===== config.mk =====
export PLATFORM = sky130hd
export DESIGN_NAME = mem_arbiter
export DESIGN_NICKNAME = d
export VERILOG_FILES = /design/src/rtl/mem_arbiter_pkg.sv /design/src/rtl/mem_arbiter_watchdog.sv /design/src/rtl/mem_arbiter.sv
export SDC_FILE = /design/constraint.sdc
export NUM_CORES = 1
export LEC_CHECK = 0
export ABC_AREA = 1
export BUFFER_PORTS_ARGS = -buffer_cell sky130_fd_sc_hd__buf_4
export CAP_MARGIN = 20
export CORE_UTILIZATION = 32
export DETAILED_ROUTE_END_ITERATION = 10
export GPL_ROUTABILITY_DRIVEN = 0
export PLACE_DENSITY = 0.65
export SETUP_SLACK_MARGIN = 0.05
export SLEW_MARGIN = 5
export SYNTH_ARGS = -nofsm -noshare
export SYNTH_HDL_FRONTEND = slang
export SYNTH_SLANG_ARGS = --single-unit

===== constraint.sdc =====
create_clock -name clk -period 3.8 [get_ports clk]
set_clock_uncertainty 0.15 [all_clocks]
set_input_delay 0.38 -clock clk [delete_from_list [all_inputs] [get_ports clk]]
set_output_delay 0.38 -clock clk [all_outputs]
set_load 0.01 [all_outputs]

===== src/rtl/mem_arbiter_pkg.sv =====
// Shared constants and state encoding for the main-memory line-port arbiter.
package mem_arbiter_pkg;

    localparam int ARB_ADDR_W = 14;
    localparam int ARB_LINE_W = 64;

    typedef enum logic [1:0] {
        ARB_IDLE   = 2'd0,
        ARB_I_BUSY = 2'd1,
        ARB_D_BUSY = 2'd2
    } arb_state_e;

endpackage


===== src/rtl/mem_arbiter_watchdog.sv =====
// Transaction watchdog: counts busy cycles since the last clear and flags
// the cycle in which the count would reach TIMEOUT.
module mem_arb_watchdog #(
    parameter int TIMEOUT = 63
) (
    input  logic clk,
    input  logic rst,
    input  logic clr,
    input  logic en,
    output logic expired
);
    localparam int                CNT_W = $clog2(TIMEOUT + 1);
    localparam logic [CNT_W-1:0] LAST  = CNT_W'(TIMEOUT - 1);

    logic [CNT_W-1:0] count_q, count_d;

    always_comb begin
        count_d = count_q;
        if (clr) begin
            count_d = '0;
        end else if (en) begin
            count_d = count_q + CNT_W'(1);
        end
    end

    always_ff @(posedge clk) begin
        if (rst) begin
            count_q <= '0;
        end else begin
            count_q <= count_d;
        end
    end

    // Flags the TIMEOUT-th enabled cycle, so the command is held exactly TIMEOUT cycles.
    assign expired = en && (count_q == LAST);

endmodule


===== src/rtl/mem_arbiter.sv =====
// Round-robin arbiter sharing the main-memory line port between the I-cache
// and D-cache controllers, with write-back/fill locking and a timeout watchdog.
module mem_arbiter
    import mem_arbiter_pkg::*;
#(
    parameter int ADDR_W  = ARB_ADDR_W,
    parameter int LINE_W  = ARB_LINE_W,
    parameter int TIMEOUT = 63
) (
    input  logic              clk,
    input  logic              rst,
    input  logic              i_re,
    input  logic [ADDR_W-1:0] i_addr,
    output logic [LINE_W-1:0] i_rdata,
    output logic              i_rdy,
    input  logic              d_re,
    input  logic              d_we,
    input  logic [ADDR_W-1:0] d_addr,
    input  logic [LINE_W-1:0] d_wdata,
    output logic [LINE_W-1:0] d_rdata,
    output logic              d_rdy,
    output logic              mem_re,
    output logic              mem_we,
    output logic [ADDR_W-1:0] mem_addr,
    output logic [LINE_W-1:0] mem_wdata,
    input  logic [LINE_W-1:0] mem_rdata,
    input  logic              mem_rdy,
    output logic              err
);
    arb_state_e        state_q, state_d;
    logic              last_d_q, last_d_d;
    logic              d_lock_q, d_lock_d;
    logic              op_we_q, op_we_d;
    logic [ADDR_W-1:0] addr_q, addr_d;
    logic [LINE_W-1:0] wdata_q, wdata_d;
    logic [LINE_W-1:0] i_rdata_q, i_rdata_d;
    logic [LINE_W-1:0] d_rdata_q, d_rdata_d;
    logic              i_rdy_q, i_rdy_d;
    logic              d_rdy_q, d_rdy_d;
    logic              err_q, err_d;

    logic busy, grant, pick_d, i_elig, d_elig, expired;

    assign busy = (state_q == ARB_I_BUSY) || (state_q == ARB_D_BUSY);

    mem_arb_watchdog #(.TIMEOUT(TIMEOUT)) u_watchdog (
        .clk     (clk),
        .rst     (rst),
        .clr     (grant),
        .en      (busy),
        .expired (expired)
    );

    always_comb begin
        state_d   = state_q;
        last_d_d  = last_d_q;
        d_lock_d  = 1'b0;
        op_we_d   = op_we_q;
        addr_d    = addr_q;
        wdata_d   = wdata_q;
        i_rdata_d = i_rdata_q;
        d_rdata_d = d_rdata_q;
        i_rdy_d   = 1'b0;
        d_rdy_d   = 1'b0;
        err_d     = err_q;
        grant     = 1'b0;
        pick_d    = 1'b0;
        // A requester's request is still up during its own rdy cycle.
        i_elig    = i_re && !i_rdy_q;
        d_elig    = (d_re || d_we) && !d_rdy_q;

        case (state_q)
            ARB_IDLE: begin
                if (d_lock_q && d_re) begin
                    grant  = 1'b1;
                    pick_d = 1'b1;
                end else if (i_elig || d_elig) begin
                    grant    = 1'b1;
                    pick_d   = d_elig && (!i_elig || !last_d_q);
                    last_d_d = pick_d;
                end
                if (grant) begin
                    state_d = pick_d ? ARB_D_BUSY : ARB_I_BUSY;
                    addr_d  = pick_d ? d_addr : i_addr;
                    op_we_d = pick_d && d_we;
                    if (pick_d) begin
                        wdata_d = d_wdata;
                    end
                end
            end
            ARB_I_BUSY, ARB_D_BUSY: begin
                // mem_rdy takes priority over a coincident expiry.
                if (mem_rdy || expired) begin
                    state_d = ARB_IDLE;
                    err_d   = err_q || !mem_rdy;
                    if (state_q == ARB_I_BUSY) begin
                        i_rdy_d   = 1'b1;
                        i_rdata_d = mem_rdy ? mem_rdata : '0;
                    end else begin
                        d_rdy_d   = 1'b1;
                        d_rdata_d = mem_rdy ? mem_rdata : '0;
                        d_lock_d  = op_we_q;
                    end
                end
            end
            default: state_d = ARB_IDLE;
        endcase
    end

    always_ff @(posedge clk) begin
        if (rst) begin
            state_q   <= ARB_IDLE;
            last_d_q  <= 1'b1;
            d_lock_q  <= 1'b0;
            op_we_q   <= 1'b0;
            addr_q    <= '0;
            wdata_q   <= '0;
            i_rdata_q <= '0;
            d_rdata_q <= '0;
            i_rdy_q   <= 1'b0;
            d_rdy_q   <= 1'b0;
            err_q     <= 1'b0;
        end else begin
            state_q   <= state_d;
            last_d_q  <= last_d_d;
            d_lock_q  <= d_lock_d;
            op_we_q   <= op_we_d;
            addr_q    <= addr_d;
            wdata_q   <= wdata_d;
            i_rdata_q <= i_rdata_d;
            d_rdata_q <= d_rdata_d;
            i_rdy_q   <= i_rdy_d;
            d_rdy_q   <= d_rdy_d;
            err_q     <= err_d;
        end
    end

    assign mem_re    = busy && !op_we_q;
    assign mem_we    = (state_q == ARB_D_BUSY) && op_we_q;
    assign mem_addr  = addr_q;
    assign mem_wdata = wdata_q;
    assign i_rdata   = i_rdata_q;
    assign i_rdy     = i_rdy_q;
    assign d_rdata   = d_rdata_q;
    assign d_rdy     = d_rdy_q;
    assign err       = err_q;

endmodule

# ---- Word-level counts from Yosys, hierarchy flattened
# Index checks and enable logic that the tools add are counted.
dict set report totals {
  rom_bits 0
  mem_count 0
  wordCells 69
  ram_bits 0
  reg_bits 220
  latchBits 0
}
dict set report classes {
  multipliers 0
  bitwise_logic 4
  div 0
  n_lt_le_gt_ge 0
  n_addsub 1
  n_mux 15
  reduce_logical 32
  eq_ne 5
  n_shift 0
}
# cell n
set ops {}
lappend ops {{$mux W64} 1}
lappend ops {{$mux W14} 1}
lappend ops {{$reduce_and A3 Y1} 4}
lappend ops {{$mux W1} 9}
lappend ops {{$logic_and A1 B1 Y1} 8}
lappend ops {{$add A6 B1 Y6 const B} 1}
lappend ops {{$eq A6 B6 Y1 const B} 1}
lappend ops {{$logic_not A1 Y1} 6}
lappend ops {{$logic_or A1 B1 Y1} 6}
lappend ops {{$mux W2} 3}
lappend ops {{$reduce_and A2 Y1} 3}
lappend ops {{$ne A2 B2 Y1 const B} 2}
lappend ops {{$not A1 Y1} 4}
lappend ops {{$pmux W2 S2} 1}
lappend ops {{$reduce_or A2 Y1} 2}
lappend ops {{$reduce_or A4 Y1} 1}
lappend ops {{$reduce_or A3 Y1} 1}
lappend ops {{$eq A2 B1 Y1 const B} 1}
lappend ops {{$eq A2 B2 Y1 const B} 1}
lappend ops {{$logic_not A2 Y1} 1}

# ---- Logic depth before layout (Yosys ltp)
# Gate-level depths: netlist of run 1.
dict set report logic_depth {
  word_depth 11
  mapped_depth 13
  mapped_depth_nobuf 10
}

# ---- By module
# A second synthesis of run 1 with hierarchy kept.
dict set report unflattened {
  cells_unflattened 1201
  area_unflattened_um2 8769.7
}
# module n_inst cells_each area_per_inst_um2
set modules_own_cells {}
lappend modules_own_cells {mem_arbiter 1 1163 8490.6}
lappend modules_own_cells {mem_arb_watchdog 1 38 279.0}

# ---- Worst setup path after synthesis of run 1
# Ideal clock, no wire load.
dict set report synth_timing {
  path_type {register -> register}
  start {reg state_q[0]}
  end {reg d_rdata_q[51] (netlist: d_rdata[51])}
  t_arrival_ns 1.600
  n_path_buf 3
  t_required_ns 3.537
  setup_slack_ns 1.937
  path_stages_with_launch 13
  cell_sequence {dfxtp_1 -> inv_1 -> ha_1 -> buf_4 -> nand2_1 -> inv_1 -> nand2_1 -> nand2_2 -> nand3_2 -> buf_4 -> buf_6 -> nor2_1 -> nor2_1}
}
dict set report synth_via {
  elab_chain_cells 5
}
# element line
set synth_rtl {}
lappend synth_rtl {{start, declared} mem_arbiter.sv:30} ;# arb_state_e state_q, state_d;
lappend synth_rtl {{start signal, assigned} mem_arbiter.sv:124} ;# state_q <= state_d;
lappend synth_rtl {{$eq A2 B1 Y1 or $eq A2 B2 Y1 (tied branches)} mem_arbiter.sv:44} ;# assign busy = (state_q == ARB_I_BUSY) || (state_q == ARB_D_BUSY);
lappend synth_rtl {{$logic_or A1 B1 Y1 *} mem_arbiter.sv:44}
lappend synth_rtl {{net busy} mem_arbiter.sv:42} ;# logic busy, grant, pick_d, i_elig, d_elig, expired;
lappend synth_rtl {{$logic_and A1 B1 Y1 *} mem_arbiter_watchdog.sv:35} ;# assign expired = en && (count_q == LAST);
lappend synth_rtl {{$logic_or A1 B1 Y1 *} mem_arbiter.sv:93} ;# if (mem_rdy || expired) begin
lappend synth_rtl {{$reduce_and A3 Y1 (no line) *} -}
lappend synth_rtl {{end signal, assigned} mem_arbiter.sv:131} ;# d_rdata_q <= d_rdata_d;
lappend synth_rtl {{end, declared} mem_arbiter.sv:37} ;# logic [LINE_W-1:0] d_rdata_q, d_rdata_d;
# The timed path passes the listed nets; every way through them passes the cells marked *.
# A chain may end at the register's enable or synchronous reset.

# ---- Worst setup path in the final report of run 1
dict set report layout_timing {
  start {in d_we}
  end {reg wdata_q[56] (netlist: mem_wdata[56])}
}
dict set report layout_via {
  elab_chain_cells 7
}
# element line
set layout_rtl {}
lappend layout_rtl {{start, declared} mem_arbiter.sv:17} ;# input logic d_we,
lappend layout_rtl {{$logic_or A1 B1 Y1 *} mem_arbiter.sv:70} ;# d_elig = (d_re || d_we) && !d_rdy_q;
lappend layout_rtl {{$logic_and A1 B1 Y1 *} mem_arbiter.sv:70}
lappend layout_rtl {{$logic_or A1 B1 Y1 or $logic_and A1 B1 Y1 (tied branches)} {mem_arbiter.sv:77, mem_arbiter.sv:79}}
lappend layout_rtl {{$mux W1} mem_arbiter.sv:77} ;# end else if (i_elig || d_elig) begin
lappend layout_rtl {{$mux W1} mem_arbiter.sv:74} ;# if (d_lock_q && d_re) begin
lappend layout_rtl {{$mux W1} mem_arbiter.sv:72} ;# case (state_q)
lappend layout_rtl {{$reduce_and A3 Y1 (no line) *} -}
lappend layout_rtl {{end signal, assigned} mem_arbiter.sv:129} ;# wdata_q <= wdata_d;
lappend layout_rtl {{end, declared} mem_arbiter.sv:35} ;# logic [LINE_W-1:0] wdata_q, wdata_d;
# Mark *: on every way between the ends. The rest lies on a longest branch, timed or not. The select of a mux whose other input is x is not followed.

==> results of run 1 <==
-- power breakdown --
group	internal, uW	total [uW]	switching (uW)
Clock	1710	2710	1000
Sequential	2980	3350	369
Combinational	1670	4030	2360
Total	6360	10100	3730
-- cell families (layout without fill, tap and decap cells) --
group	after synthesis	in the layout	share of synthesized area, %
AND/OR/NAND/NOR	846	846	35.4
XOR/XNOR	4	4	0.364
flip-flops	220	220	45.8
AO/OA/AOI/OAI	72	72	3.82
adder cells (fa/ha/maj)	5	5	0.650
buffers and inverters	328	752	14.0
-- metrics by stage --
stage | cell area [um^2] | power [uW] | hold WS, ns | utilization (%) | instances
global route | 14300 | 10800 | 0.0193 | 48.4 | 2289
finish | 14300 | 10100 | 0.0314 | 48.4 | 2289
global placement | 12600 | 7270 | 0.282 | 42.5 | 2161
CTS | 14300 | 10200 | 0.000950 | 48.4 | 2289
floorplan | 9620 | 5680 | 0.287 | - | 1475
detailed placement | 12600 | 7350 | 0.289 | 42.5 | 2161
-- cell usage after synthesis (all sizes together) --
cell	n
clkbuf	20
nand2	416
nand3	24
inv	239
dfxtp	220
xor2	2
a21boi	1
buf	69
nand4	65
o21a	1
o21bai	1
nor3	1
or2	1
ha	5
a21oi	3
nor2	339
xnor2	2
o21ai	66
-- per-layer routing --
metal  vias up  share of wire [%]
met1      4505                 42
met3        59                7.7
met2       385                 48
met4         0                2.6
li1       5187                  -
met5         -                  0
-- area by class of cell --
cell class                 count  area (um^2)
clock buffer                  35          746
clock inverter                12          190
fill                        2937        15300
inverter                     239          902
multi-input combinational    927         3890
sequential                   220         4400
tap                          390          488
timing repair buffer         466         3730
-- tightest hold or removal path, cell delays in order --
cell     delay, ns
buf_4         0.07
nand3_1       0.06
nand2_1       0.07
nand2_1       0.04
nand2_1       0.05
-- worst max-delay path by stage --
stage | startpoint | to | slack, ns | cells past startpoint
after detailed placement | d_we | mem_wdata[56] | 0.96 | 9
after CTS | d_we | mem_wdata[56] | 0.97 | 10
final | d_we | mem_wdata[56] | 0.94 | 10
after floorplan | state_q[0] | d_rdata[51] | 1.94 | 12
after global placement | d_re | mem_wdata[2] | 1.07 | 9
after global routing | d_we | mem_wdata[56] | 0.67 | 10
-- state kept, by name, indices dropped and copies added, names as in the netlist --
signal,cells
d_lock_q,1
i_rdy,1
d_rdata,64
mem_wdata,64
state_q,2
last_d_q,1
op_we_q,1
err,1
d_rdy,1
mem_addr,14
i_rdata,64
u_watchdog.count_q,6
==> results.sh, run 1 <==
export IMPL_status="finished, final reports clean"
export IMPL_finalSetupTns_ns=0
export IMPL_post_route_drc_count=0
export IMPL_cp_max_fo=45
export IMPL_synth_top_area_share_pct=45.8
export IMPL_fin_crit_ns=2.86
export IMPL_synth_cell_type_count=26
export IMPL_clock_root_buffer="clkbuf_16"
export IMPL_drv_cap=0
export IMPL_syn_area_um2=9620
export IMPL_cts_setup_buffers=0
export IMPL_cpLargestDelayFamily="simple AND/OR/NAND/NOR gates"
export IMPL_holdPathEnd="mem_addr[5]"
export IMPL_ctsHoldBuffers=81
export IMPL_gr_total_overflow=0
export IMPL_report_final_setup_viol=0
export IMPL_post_cts_resized=0
export IMPL_clock_path_buffers=3
export IMPL_whs_path_depth=5
export IMPL_yosys_warnings=0
export IMPL_grt_use_met1_pct=23.9
export IMPL_dieHeight_um=175
export IMPL_cts_clk_slew_worst_paths_ns=0.06
export IMPL_layout_common_cells="nand2_1 (413), buf_4 (383), nor2_1 (338)"
export IMPL_setup_slack_ns=0.940
export IMPL_h_tree_depth=1
export IMPL_synth_seq_cells=220
export IMPL_grt_pass1_wl_mm=48.8
export IMPL_dp_slack_ns=0.961
export IMPL_cp_data_arrival_time_ns=3.17
export IMPL_fin_crit_sh_pct=75.3
export IMPL_met3_usage_pct=4.48
export IMPL_io_buffer_count=372
export IMPL_initial_core_util_pct=32.5
export IMPL_cellPowerDensity_nw_per_um2=703
export IMPL_rr_endpoint="mem_wdata[24]"
export IMPL_use_met2_pct=33.8
export IMPL_viasPerCell=4.43
export IMPL_busiest_layer="met2"
export IMPL_antenna_left=0
export IMPL_crit_chain="dlygate4sd3_1 > buf_4 > nor2_1 > nor2_1 > nand2_2 > nand2_1 > nand2_2 > buf_4 > o21ai_0 > nor2_1"
export IMPL_end_kind="flip-flop"
export IMPL_worstSetupPathType="input pin to flip-flop"
export IMPL_start_kind="input pin"
export IMPL_grt_usage_pct=19.5
export IMPL_synth_area_leader_cell="dfxtp_1"
export IMPL_crit_top_cell="nor2_1"
export IMPL_cts_sinks=220
export IMPL_rrSetupSlack_ns=1.08
export IMPL_grt_max_degree=119
export IMPL_antenna_found_initial=0
export IMPL_final_nets=2047
export IMPL_slowest_stage="nand2_2"
export IMPL_final_max_slew_violation_count=0
export IMPL_worstMarginPinSlew_ns=0.918
export IMPL_crit_required_ns=4.11
export IMPL_yosysSeqAreaShare_pct=45.8
export IMPL_grt_pass1_vias=9498
export IMPL_rr_worst_depth=7
export IMPL_rsz0062_at_grt="no"
export IMPL_die_w_um=175
export IMPL_drtIter0Drc=579
export IMPL_netlist_top_cells_area="dfxtp_1 (46%), nand2_1 (16%), nor2_1 (13%), inv_1 (9.3%), nand4_1 (4.2%)"
export IMPL_n_antenna_cell=0
export IMPL_syn_area_per_cell_um2=6.52
export IMPL_area_growth_pct=49.2
export IMPL_clk_latency_ns=0.52
export IMPL_r2r_start="d_rdy"
export IMPL_drt_wl_total_mm=31.3
export IMPL_layout_commonest_cell="nand2_1"
export IMPL_slew_headroom_pct=38.8
export IMPL_syn_inst=1475
export IMPL_dr_pass1_iters=5
export IMPL_detail_route_wl_per_cell_um=13.7
export IMPL_detailed_place_hpwl_mm=20.3
export IMPL_numCtsBuffers=26
export IMPL_p_leak_uw=0.00768
export IMPL_die_area_um2=30800
export IMPL_min_from="i_addr[5]"
export IMPL_cp_num_buf_inv=3
export IMPL_coreArea_um2=29600
export IMPL_syn_nets=1642
export IMPL_tritoncts="yes"
export IMPL_worst_ir_drop_vdd_uv=397
export IMPL_pin_count=373
export IMPL_clock_fmax_mhz=350
export IMPL_rows=63
export IMPL_hold_class="input pin to flip-flop"
export IMPL_max_stage_delay_ns=0.68
export IMPL_timing_hold_violations_final=0
export IMPL_vias=10100
export IMPL_drive_above_1_share_pct=23.2
Power figures use the tool's default switching activity.
==> run 2: changes to the inputs <==
- ABC_AREA: 1 -> 0
- PLACE_DENSITY: 0.65 -> 0.66
- clock period: 3.8 -> 2.76 ns (I/O delays scaled with it)
==> run 2 against run 1 <==
Against the previous run: critical path type is now flip-flop to flip-flop; largest cell class is now buffers; hold slack gained 0.046 ns; highest routed layer unchanged; sequential share of layout area shrank 0.20 points; non-clock buffer count grew 80; setup slack lost 0.68 ns; synthesized cell count shrank 39%; synthesized area shrank 8.0%; global-route usage shrank 0.96 points; register-to-register slack lost 0.82 ns; sequential power grew 9.9%; clock power grew 31%; critical endpoint is now mem_wdata[23].
==> results.sh, run 2 <==
export IMPL_status="finished, final reports clean"
export IMPL_start_kind="flip-flop"
export IMPL_grt_pass1_vias=8522
export IMPL_comb_power_share_pct=25.3
export IMPL_synthFlopType="dfxtp_1"
export IMPL_switching_power_uw=2730
export IMPL_rows=60
export IMPL_stdcell_count=1762
export IMPL_post_route_drc_count=0
export IMPL_detailed_place_hpwl_mm=17.3
export IMPL_synthTopCellsByCount="dfxtp_1 (220), mux2i_1 (142), nand2_1 (134), nand2b_1 (129), a21oi_1 (67)"
export IMPL_layout_commonest_cell="buf_4"
export IMPL_hold_class="input pin to flip-flop"
export IMPL_syn_nets=1070
export IMPL_clock_root_buffer="clkbuf_16"
export IMPL_finalSetupTns_ns=0
export IMPL_synth_edf_count=0
export IMPL_grt_usage_pct=18.5
export IMPL_worstMarginPinSlew_ns=0.726
export IMPL_dr_pass1_iters=4
export IMPL_n_antenna_cell=0
export IMPL_drt_wl_total_mm=27.5
export IMPL_report_final_setup_viol=0
export IMPL_final_nets=1570
export IMPL_drtIter0Drc=340
export IMPL_io_buffer_count=372
export IMPL_finalPower_uw=9670
export IMPL_cellPowerDensity_nw_per_um2=669
export IMPL_p_int_uw=6940
export IMPL_rsz0062_at_grt="no"
export IMPL_drive_above_1_share_pct=30.5
export IMPL_fin_crit_ns=2.50
export IMPL_yosys_warnings=0
export IMPL_die_w_um=168
export IMPL_layout_common_cells="buf_4 (374), dfxtp_1 (220), dlygate4sd3_1 (163)"
export IMPL_async_flop_share_pct=0
export IMPL_detail_route_wl_per_cell_um=15.6
export IMPL_clock_path_buffers=3
export IMPL_netlist_top_cells_area="dfxtp_1 (50%), mux2i_1 (16%), nand2b_1 (9.1%), nand2_1 (5.7%), nand3b_1 (5.5%)"
export IMPL_p_leak_uw=0.00688
export IMPL_cts_setup_buffers=0
export IMPL_synth_top_area_share_pct=49.8
export IMPL_synth_seq_cells=220
export IMPL_fin_crit_sh_pct=90.5
export IMPL_synth_cell_type_count=40
export IMPL_setup_slack_ns=0.263
export IMPL_cts_clk_slew_worst_paths_ns=0.05
export IMPL_slew_headroom_pct=51.6
export IMPL_crit_required_ns=3.06
export IMPL_grt_pass1_wl_mm=43.0
export IMPL_end_kind="flip-flop"
export IMPL_cp_max_fo=65
export IMPL_cp_data_arrival_time_ns=2.80
export IMPL_syn_area_um2=8850
export IMPL_numCtsBuffers=26
export IMPL_pin_count=373
export IMPL_swShare_pct=28.2
export IMPL_antenna_found_initial=0
export IMPL_clk_latency_ns=0.51
export IMPL_dieHeight_um=168
export IMPL_viasPerCell=4.69
export IMPL_synth_most_common_cell="dfxtp_1"
export IMPL_timing_hold_violations_final=0
export IMPL_syn_area_per_cell_um2=9.80
export IMPL_worst_ir_drop_vdd_uv=454
export IMPL_initial_core_util_pct=32.7
export IMPL_coreArea_um2=27000
export IMPL_final_max_slew_violation_count=0
export IMPL_grt_max_degree=143
export IMPL_h_tree_depth=1
export IMPL_area_growth_pct=63.2
export IMPL_drv_cap=0
export IMPL_gr_total_overflow=0
export IMPL_tritoncts="yes"
export IMPL_seqPwrFrac_pct=38.1
export IMPL_yosysSeqAreaShare_pct=49.8
export IMPL_dp_slack_ns=0.609
export IMPL_cts_sinks=220
export IMPL_synth_area_leader_cell="dfxtp_1"
export IMPL_die_area_um2=28300
export IMPL_power_share_clock_pct=36.6
export IMPL_clock_fmax_mhz=400
export IMPL_worstSetupPathType="flip-flop to flip-flop"
export IMPL_antenna_left=0
export IMPL_vias=8259
export IMPL_placed_cells=1553
export IMPL_syn_inst=903
[run 2: layout make-up]
cell class	count	area, um^2
clock buffer	36	759
clock inverter	10	134
fill	2357	12600
inverter	6	22.5
multi-input combinational	603	4080
sequential	220	4400
tap	341	427
timing repair buffer	546	4610
[run 2: path summary, 6_finish.rpt]
kind | startpoint | endpoint | slack (ns) | cells after the start
worst max-delay path | state_q[0] | mem_wdata[23] | 0.26 | 8
worst min register to register | mem_wdata[35] | mem_wdata[35] | 0.30 | 2
worst max register to register | state_q[0] | mem_wdata[23] | 0.26 | 8
worst min-delay path | i_re | last_d_q | 0.08 | 4
[run 2: kinds of logic (layout without fill, tap and decap cells)]
family	count (synthesis)	in the layout	synth area share [%]
AOI/OAI and AO/OA	97	97	6.66
xor gates and xnor gates	5	5	0.495
adders and majority gates	5	5	0.707
buffers and inverters	80	598	4.48
DFF	220	220	49.8
muxes	142	142	16.1
and+or+nand+nor	354	354	21.8
[run 2: stage by stage]
step / instance area (um^2) / util (%) / hold WS, ns
after floorplan: 8850 / - / 0.262
after global placement: 11900 / 44.1 / 0.293
after detailed placement: 11900 / 44.1 / 0.297
after CTS: 14400 / 53.4 / 0.0501
after global routing: 14400 / 53.4 / 0.103
final: 14400 / 53.4 / 0.0775
[run 2: power by group through the flow]
stage               combinational, uW  sequential [uW]  clock (uW)
floorplan                        1130             3870           0
global placement                 2200             3730           0
detailed placement               2220             3740           0
CTS                              2440             3680        3640
global route                     2630             3720        3770
finish                           2450             3680        3540
[run 2: routing by layer]
metal	wire length, um	up-vias	global-route usage, %
met1	11100	3843	20.6
met4	1140	0	8.14
met5	0	-	0
met3	2200	69	5.67
li1	-	4039	-
met2	13100	308	32.6
[run 2: repair_timing]
action / in CTS / in global routing
endpoints found under the setup margin: 0 / 16
resized for setup: 0 / 2
hold buffers: 163 / 0
hold endpoints to repair: 210 / 0
[run 2: critical path, cell delays in order (launching register included)]
cell,delay [ns]
dfxtp_1,0.31
inv_1,0.10
ha_2,0.30
nor2b_1,0.28
a31o_2,0.22
buf_12,0.26
nand2_1,0.09
a21oi_1,0.14
dlygate4sd3_1,0.56
